### config.mk
export PLATFORM = sky130hd
export DESIGN_NAME = shift_seq_ctrl
export DESIGN_NICKNAME = d
export VERILOG_FILES = /design/src/rtl/shift_seq_ctrl.sv
export SDC_FILE = /design/constraint.sdc
export NUM_CORES = 1
export LEC_CHECK = 0
export CAP_MARGIN = 25
export CORE_ASPECT_RATIO = 1.4
export CORE_MARGIN = 4
export CORE_UTILIZATION = 45
export CTS_CLUSTER_SIZE = 14
export DETAILED_ROUTE_END_ITERATION = 16
export GPL_ROUTABILITY_DRIVEN = 0
export HOLD_SLACK_MARGIN = 0.1
export PLACE_DENSITY_LB_ADDON = 0.3
export SLEW_MARGIN = 20
export SYNTH_ARGS = -nofsm -noshare
export SYNTH_HDL_FRONTEND = slang
export SYNTH_SLANG_ARGS = --single-unit
### constraint.sdc
create_clock -name clk -period 2.1 [get_ports clk]
set_input_delay 0.63 -clock clk [delete_from_list [all_inputs] [get_ports clk]]
set_output_delay 0.63 -clock clk [all_outputs]
set_load 0.01 [all_outputs]
### src/rtl/shift_seq_ctrl.sv
// Sequencing controller for an external parallel-load / shift-left register.
// Accepts a word, strobes load + N shifts, then returns the shifted-in word.
module shift_seq_ctrl #(
  parameter int unsigned WIDTH      = 8,
  parameter int unsigned CNT_W      = $clog2(WIDTH + 1),
  parameter int unsigned GAP_CYCLES = 0
) (
  input  logic             clk,
  input  logic             rst_n,
  input  logic             tx_valid,
  output logic             tx_ready,
  input  logic [WIDTH-1:0] tx_data,
  input  logic [CNT_W-1:0] tx_len,
  output logic             rx_valid,
  input  logic             rx_ready,
  output logic [WIDTH-1:0] rx_data,
  input  logic             abort,
  input  logic             ovr_clr,
  output logic             overrun,
  output logic             busy,
  output logic             frame,
  output logic             sr_load,
  output logic             sr_shift_en,
  output logic [WIDTH-1:0] sr_parallel_in,
  input  logic [WIDTH-1:0] sr_q
);

  localparam int unsigned      GAP_W    = 8;
  localparam logic [GAP_W-1:0] GAP_LAST = GAP_W'((GAP_CYCLES == 0) ? 0 : GAP_CYCLES - 1);
  localparam logic [CNT_W-1:0] LEN_MAX  = CNT_W'(WIDTH);

  typedef enum logic [2:0] {
    ST_IDLE,
    ST_LOAD,
    ST_SHIFT,
    ST_CAPTURE,
    ST_GAP
  } state_e;

  state_e           state_q, state_d;
  logic [CNT_W-1:0] len_q, len_d;
  logic [CNT_W-1:0] bit_cnt_q, bit_cnt_d;
  logic [GAP_W-1:0] gap_cnt_q, gap_cnt_d;
  logic [WIDTH-1:0] pin_q, pin_d;
  logic [WIDTH-1:0] rx_data_q, rx_data_d;
  logic [WIDTH-1:0] rx_mask;
  logic             rx_valid_q, rx_valid_d;
  logic             overrun_q, overrun_d;
  logic             tx_ready_q, tx_ready_d;
  logic             busy_q, busy_d;
  logic             frame_q, frame_d;
  logic             sr_load_q, sr_load_d;
  logic             sr_shift_en_q, sr_shift_en_d;
  logic             capture;

  // Keep only the len_q bits that were actually shifted in.
  always_comb begin
    rx_mask = '0;
    for (int unsigned i = 0; i < WIDTH; i++) begin
      rx_mask[i] = (i < 32'(len_q));
    end
  end

  always_comb begin
    state_d   = state_q;
    len_d     = len_q;
    bit_cnt_d = bit_cnt_q;
    gap_cnt_d = gap_cnt_q;
    pin_d     = pin_q;
    capture   = 1'b0;

    case (state_q)
      ST_IDLE: begin
        if (tx_valid) begin
          pin_d   = tx_data;
          len_d   = ((tx_len == '0) || (tx_len > LEN_MAX)) ? LEN_MAX : tx_len;
          state_d = ST_LOAD;
        end
      end
      ST_LOAD: begin
        bit_cnt_d = '0;
        state_d   = abort ? ST_IDLE : ST_SHIFT;
      end
      ST_SHIFT: begin
        bit_cnt_d = bit_cnt_q + CNT_W'(1);
        if (abort) begin
          state_d = ST_IDLE;
        end else if (bit_cnt_q == (len_q - CNT_W'(1))) begin
          state_d = ST_CAPTURE;
        end
      end
      ST_CAPTURE: begin
        // Abort wins over capture: the word is dropped without touching rx.
        if (abort) begin
          state_d = ST_IDLE;
        end else begin
          capture   = 1'b1;
          gap_cnt_d = '0;
          state_d   = (GAP_CYCLES > 0) ? ST_GAP : ST_IDLE;
        end
      end
      ST_GAP: begin
        if (gap_cnt_q == GAP_LAST) begin
          state_d = ST_IDLE;
        end else begin
          gap_cnt_d = gap_cnt_q + GAP_W'(1);
        end
      end
      default: state_d = ST_IDLE;
    endcase
  end

  // rx channel: a capture may consume and replace in the same edge; set beats clear.
  always_comb begin
    rx_data_d  = rx_data_q;
    rx_valid_d = rx_valid_q;
    overrun_d  = overrun_q;
    if (rx_valid_q && rx_ready) begin
      rx_valid_d = 1'b0;
    end
    if (ovr_clr) begin
      overrun_d = 1'b0;
    end
    if (capture) begin
      rx_data_d  = sr_q & rx_mask;
      rx_valid_d = 1'b1;
      if (rx_valid_q && !rx_ready) begin
        overrun_d = 1'b1;
      end
    end
  end

  always_comb begin
    tx_ready_d    = (state_d == ST_IDLE);
    busy_d        = (state_d != ST_IDLE);
    frame_d       = (state_d == ST_SHIFT);
    sr_shift_en_d = (state_d == ST_SHIFT);
    sr_load_d     = (state_d == ST_LOAD);
  end

  always_ff @(posedge clk) begin
    if (!rst_n) begin
      state_q       <= ST_IDLE;
      len_q         <= LEN_MAX;
      bit_cnt_q     <= '0;
      gap_cnt_q     <= '0;
      pin_q         <= '0;
      rx_data_q     <= '0;
      rx_valid_q    <= 1'b0;
      overrun_q     <= 1'b0;
      tx_ready_q    <= 1'b1;
      busy_q        <= 1'b0;
      frame_q       <= 1'b0;
      sr_load_q     <= 1'b0;
      sr_shift_en_q <= 1'b0;
    end else begin
      state_q       <= state_d;
      len_q         <= len_d;
      bit_cnt_q     <= bit_cnt_d;
      gap_cnt_q     <= gap_cnt_d;
      pin_q         <= pin_d;
      rx_data_q     <= rx_data_d;
      rx_valid_q    <= rx_valid_d;
      overrun_q     <= overrun_d;
      tx_ready_q    <= tx_ready_d;
      busy_q        <= busy_d;
      frame_q       <= frame_d;
      sr_load_q     <= sr_load_d;
      sr_shift_en_q <= sr_shift_en_d;
    end
  end

  assign tx_ready       = tx_ready_q;
  assign rx_valid       = rx_valid_q;
  assign rx_data        = rx_data_q;
  assign overrun        = overrun_q;
  assign busy           = busy_q;
  assign frame          = frame_q;
  assign sr_load        = sr_load_q;
  assign sr_shift_en    = sr_shift_en_q;
  assign sr_parallel_in = pin_q;

endmodule

# Yosys cells after proc, flatten, opt, wreduce, memory -nomap -nowiden
# Index checks and enable logic that the tools add are counted.
word_totals:
  ff_bits: 41
  in_bits: 26
op_classes:
  addsub: 3
  n_lt_le_gt_ge: 9
  n_eq_ne: 9
  muxes: 18
  bitwise: 1
  reduce_logical: 14
ops:
  columns: ["operator", "count"]
  rows:
  - ["3-bit by 4-bit less-than comparator with 1-bit output (first input constant)", 4]
  - ["8-bit 2-to-1 mux", 2]
  - ["8-bit one-hot mux with 2 select lines", 1]
  - ["3-bit 2-to-1 mux", 4]
  - ["3-bit one-hot mux with 4 select lines", 1]
  - ["3-bit by 2-bit equality test with 1-bit output (second input constant)", 3]
  - ["8-bit by 1-bit adder with 8-bit output (second input constant)", 1]
  - ["8-bit AND", 1]
  - ["8-bit logical NOT", 1]
  - ["1-bit by 4-bit less-than comparator with 1-bit output (first input constant)", 2]
  - ["2-bit by 4-bit less-than comparator with 1-bit output (first input constant)", 2]
  - ["4-bit one-hot mux with 2 select lines", 1]
  - ["1-bit 2-to-1 mux", 7]
  - ["3-bit by 1-bit equality test with 1-bit output (second input constant)", 2]
  - ["3-bit logical NOT", 2]
  - ["2-bit nonzero test", 3]
  - ["4-bit by 1-bit adder with 4-bit output (second input constant)", 1]
  - ["4-bit equality test", 1]
  - ["4-bit greater-than comparator (second input constant)", 1]
  - ["4-bit logical NOT", 1]
  - ["4-bit 2-to-1 mux", 1]
  - ["2-bit inequality test (second input constant)", 2]
  - ["4-bit by 1-bit subtractor with 4-bit output (second input constant)", 1]
  - ["3-bit equality test (second input constant)", 1]
  - ["other kinds (7)", 8]

# Logic depth before layout (Yosys ltp)
depth:
  word_depth: 6
  mapped_depth: 6
  depth_no_buf: 6

# Worst setup path after synthesis
# Ideal clock, no wire load.
synth_path:
  kind: "in2reg"
  start: "in tx_valid"
  end: "reg pin_q[3] (netlist: sr_parallel_in[3])"
  setup_ps: 116
  t_arrival_ps: 1518
  slack_ps: 466
  cell_stages: 5
  n_path_buf: 1
  path_cell_list: "or3b_4 or2_1 buf_2 nand2_1 a21boi_1"
synth_via:
  elab_chain_cells: 1
synth_lines:
  columns: ["element", "line", "text"]
  rows:
  - ["from (decl)", "10", "input logic tx_valid,"]
  - ["2-bit AND reduction (no source line)", null, null]
  - ["to (signal assigned)", "161", "pin_q <= pin_d;"]
  - ["to (decl)", "44", "logic [WIDTH-1:0] pin_q, pin_d;"]
# No other way between the ends.
# A chain may end at the register's enable or synchronous reset.

# Worst setup path in the final report
layout_path:
  start: "in abort"
  end: "reg gap_cnt_q[7]"
layout_via:
  elab_chain_cells: 2
layout_lines:
  columns: ["element", "line", "text"]
  rows:
  - ["from (decl)", "17", "input logic abort,"]
  - ["2-bit inequality test (no source line)", null, null]
  - ["3-bit AND reduction (no source line)", null, null]
  - ["to (signal assigned)", "160", "gap_cnt_q <= gap_cnt_d;"]
  - ["to (decl)", "43", "logic [GAP_W-1:0] gap_cnt_q, gap_cnt_d;"]
# No other way between the ends.

==> impl_metrics.csv <==
group,metric,value,unit
clocking,ctsHtreeMaxLevel,2,
sta,max_freq,0.544,GHz
worst_setup_path,timing.critical_path.from_type,"primary input",
route,detail_route.first_pass.iterations,4,
hold_path,worstHoldPathCells,2,
floorplanning,placeable_core_region,4200,sq um
sta,finalHoldViolations,0,
route,route.antenna.remaining_nets,0,
cells_and_area,fillerInstances,363,
cells_and_area,diodes,0,
clocking,maximum_clock_insertion_buffer_count,2,
cells_and_area,mostFrequentLayoutCell,"sky130_fd_sc_hd__clkdlybuf4s50_1",
worst_setup_path,critPathSlowestCell,"sky130_fd_sc_hd__a2111oi_4",
logic_synthesis,synth-edff-count,0,
power,ir_worst_vdd,0.387,mV
grt,grt_first_pass_wirelength,7030,microns
placement,placed_area,2500,sq um
floorplanning,die_area,5450,sq um
worst_setup_path,cp.required,2.29,ns
sta,max-slew-margin-rel,64.7,%
worst_setup_path,timing.critical_path.cells,"clkdlybuf4s50_1 -> nand4bb_1 -> a2111oi_4 -> xnor2_1 -> nor2_2",
clocking,post-cts-setup-buffers,0,
logic_synthesis,synth.avg_cell_area,8.87,sq um
clocking,source_to_sink_clock_delay_at_the_later_pin_of_the_worst_skew_pair,0.29,ns
clocking,numCtsBuffers,5,
floorplanning,top_level_ports,49,
placement,buffers_on_ports,48,
route,detailedRoute.firstIterationViolations,44,
cells_and_area,finish.utilization,61.9,%
sta,worst_clock_skew,0.00546,ns
logic_synthesis,yosysSeqAreaShare,42.2,%
grt,antenna_found_initial,0,
sta,finalCritPeriodShare,87.6,%
cells_and_area,area_growth,34.0,%
sta,rsz_0062_raised_after_global_routing,"false",
clocking,cts.sinks,41,
floorplanning,die_height,85.8,microns
floorplanning,floorplan.die.width,63.5,microns
worst_setup_path,worst-endpoint-arrival,2.03,ns
route,route.detailed.drc,0,
floorplanning,start_util,46.2,%
logic_synthesis,synth.ff_latch_count,41,
power,cellPowerDensity,603,nW/um^2
logic_synthesis,synth_cell_type_count,48,
floorplanning,row_count,28,
route,wirelength,4080,microns
worst_setup_path,r2r.worst_path.cells,4,
logic_synthesis,synth.cell_area,1940,sq um
clocking,cts.root.buffer_cell,"sky130_fd_sc_hd__clkbuf_8",
logic_synthesis,syn-instance-count,219,
route,avgViaCountPerCell,5.22,
sta,final_period_minus_worst_setup_slack,1.84,ns
power,static-leakage-power,0.000945,uW
worst_setup_path,worstSetupPathType,"in2reg",
grt,grt_max_degree,24,
sta,setup_violations,0,
placement,detailedPlacementHpwl,3020,microns
worst_setup_path,end_kind,"register",
clocking,clk_pin_slew_worst_paths,0.08,ns
cells_and_area,register_area,821,sq um
cells_and_area,final_nets,303,
worst_setup_path,critical-path-max-stage-delay,0.44,ns
sta,slew_viol_final,0,
grt,globalRouteTotalUtil,16.1,%
grt,number_of_global_route_vias_before_repair,1638,
clocking,cts_repair_resize_count,0,
status,run_status,"finished, final reports clean",
grt,overflow,0,
worst_setup_path,cp_max_fo,3,
job,maxCapViolCount,0,
logic_synthesis,synthesis.nets,251,
cells_and_area,final_design_area_no_fill,2600,sq um
logic_synthesis,synth_warnings,0,
cells_and_area,layout_common_cells,"sky130_fd_sc_hd__clkdlybuf4s50_1 (48), sky130_fd_sc_hd__dfxtp_1 (41), sky130_fd_sc_hd__nand2_1 (30)",
route,num_vias,1656,
clocking,tritoncts,"built",
route,drt-wirelength-per-cell,12.9,microns
hold_path,hold_class,"reg2reg",
sta,tightestPinTransition,0.528,ns
cells_and_area,multiInputGateArea,1030,sq um
cells_and_area,share_of_post_route_cells_with_drive_strength_above_1,9.56,%
logic_synthesis,async_flop_share,0,%
logic_synthesis,synthFlopType,"sky130_fd_sc_hd__dfxtp_1",
clocking,postCtsHoldBufs,0,
[power by group]
group,switching [uW],total (uW),internal (uW)
combinational,72.5,191,119
sequential,22.4,821,799
clock,261,558,297
[layout make-up]
cell class | count | area share, %
clock buffer | 7 | 3.70
clock inverter | 1 | 0.192
inverter | 8 | 1.15
multi-input combinational | 157 | 39.5
sequential | 41 | 31.5
tap | 45 | 2.16
timing repair buffer | 58 | 21.8
[path summary, 6_finish.rpt]
| path | start | to | slack, ns |
|---|---|---|---|
| max | abort | gap_cnt_q[7]$_SDFFE_PN0P_ | 0.26 |
| min | sr_parallel_in[1]$_SDFFE_PN0P_ | sr_parallel_in[1]$_SDFFE_PN0P_ | 0.46 |
| max reg2reg | state_q[0]$_SDFF_PN0_ | gap_cnt_q[7]$_SDFFE_PN0P_ | 0.36 |
| min reg2reg | sr_parallel_in[1]$_SDFFE_PN0P_ | sr_parallel_in[1]$_SDFFE_PN0P_ | 0.46 |
[Yosys cell counts, types with 2 or more instances]
cell | number | share of area [%]
sky130_fd_sc_hd__nor3_1 | 6 | 1.5
sky130_fd_sc_hd__or3b_4 | 2 | 1.2
sky130_fd_sc_hd__nor2_1 | 8 | 1.5
sky130_fd_sc_hd__o21ai_1 | 4 | 1.0
sky130_fd_sc_hd__nor2b_1 | 4 | 1.3
sky130_fd_sc_hd__buf_2 | 4 | 1.0
sky130_fd_sc_hd__dfxtp_1 | 41 | 42
sky130_fd_sc_hd__xor2_1 | 6 | 2.7
sky130_fd_sc_hd__nor2_2 | 2 | 0.64
sky130_fd_sc_hd__o22ai_1 | 2 | 0.64
sky130_fd_sc_hd__o21a_1 | 2 | 0.77
sky130_fd_sc_hd__a21boi_1 | 17 | 6.6
sky130_fd_sc_hd__o211ai_1 | 2 | 0.77
sky130_fd_sc_hd__ha_1 | 6 | 3.9
sky130_fd_sc_hd__nor4_1 | 2 | 0.64
sky130_fd_sc_hd__clkbuf_1 | 7 | 1.4
sky130_fd_sc_hd__nand3b_1 | 4 | 1.5
sky130_fd_sc_hd__nand2_1 | 30 | 5.8
sky130_fd_sc_hd__xnor2_1 | 6 | 2.7
sky130_fd_sc_hd__and2_1 | 5 | 1.6
sky130_fd_sc_hd__inv_1 | 8 | 1.5
sky130_fd_sc_hd__o2111ai_1 | 2 | 0.90
sky130_fd_sc_hd__or3_1 | 2 | 0.64
sky130_fd_sc_hd__o21ai_0 | 7 | 1.8
sky130_fd_sc_hd__nor3b_1 | 2 | 0.77
sky130_fd_sc_hd__nand3_1 | 9 | 2.3
sky130_fd_sc_hd__a21oi_1 | 8 | 2.1
[flip-flops by register name, summed over array words and instances (netlist names)]
| name | count |
|---|---|
| gap_cnt_q | 8 |
| rx_data | 8 |
| sr_parallel_in | 8 |
| bit_cnt_q | 4 |
| len_q | 4 |
| state_q | 3 |
| busy | 1 |
| overrun | 1 |
| rx_valid | 1 |
| sr_load | 1 |
| sr_shift_en | 1 |
| tx_ready | 1 |
[metal layers]
| layer | up-vias | share of wire, % | GRT usage (%) |
|---|---|---|---|
| li1 | 860 | - | - |
| met1 | 748 | 42 | 17.4 |
| met2 | 41 | 51 | 27.8 |
| met3 | 7 | 5.7 | 5.64 |
| met4 | 0 | 2.0 | 8.06 |
| met5 | - | 0 | 0 |
[cell families after synthesis]
| kind of cell | count (synthesis) | synth area share (%) |
|---|---|---|
| xor gates and xnor gates | 12 | 5.41 |
| muxes | 1 | 0.515 |
| adders and majority gates | 6 | 3.86 |
| buffers and inverters | 21 | 4.89 |
| and+or+nand+nor | 86 | 24.1 |
| DFF | 41 | 42.2 |
| AOI/OAI and AO/OA | 52 | 18.9 |
[per-stage QoR]
stage	hold slack (ns)	cells	worst slack, ns	TNS [ns]	power [uW]
2_1_floorplan	0.469	219	0.466	0	923
3_3_place_gp	0.437	309	-0.0383	-0.404	1030
3_5_place_dp	0.446	309	-0.0564	-0.552	1030
4_1_cts	0.457	317	0.258	0	1590
5_1_grt	0.481	317	0.191	0	1650
6_report	0.457	317	0.261	0	1570
[worst max-delay path: cells and delay by family]
family,cells,cell delay (ns)
buffers and inverters,1,0.42
XOR/XNOR,1,0.17
AND/OR/NAND/NOR,2,0.37
AO/OA/AOI/OAI,1,0.44
(Power assumes the default switching activity.)
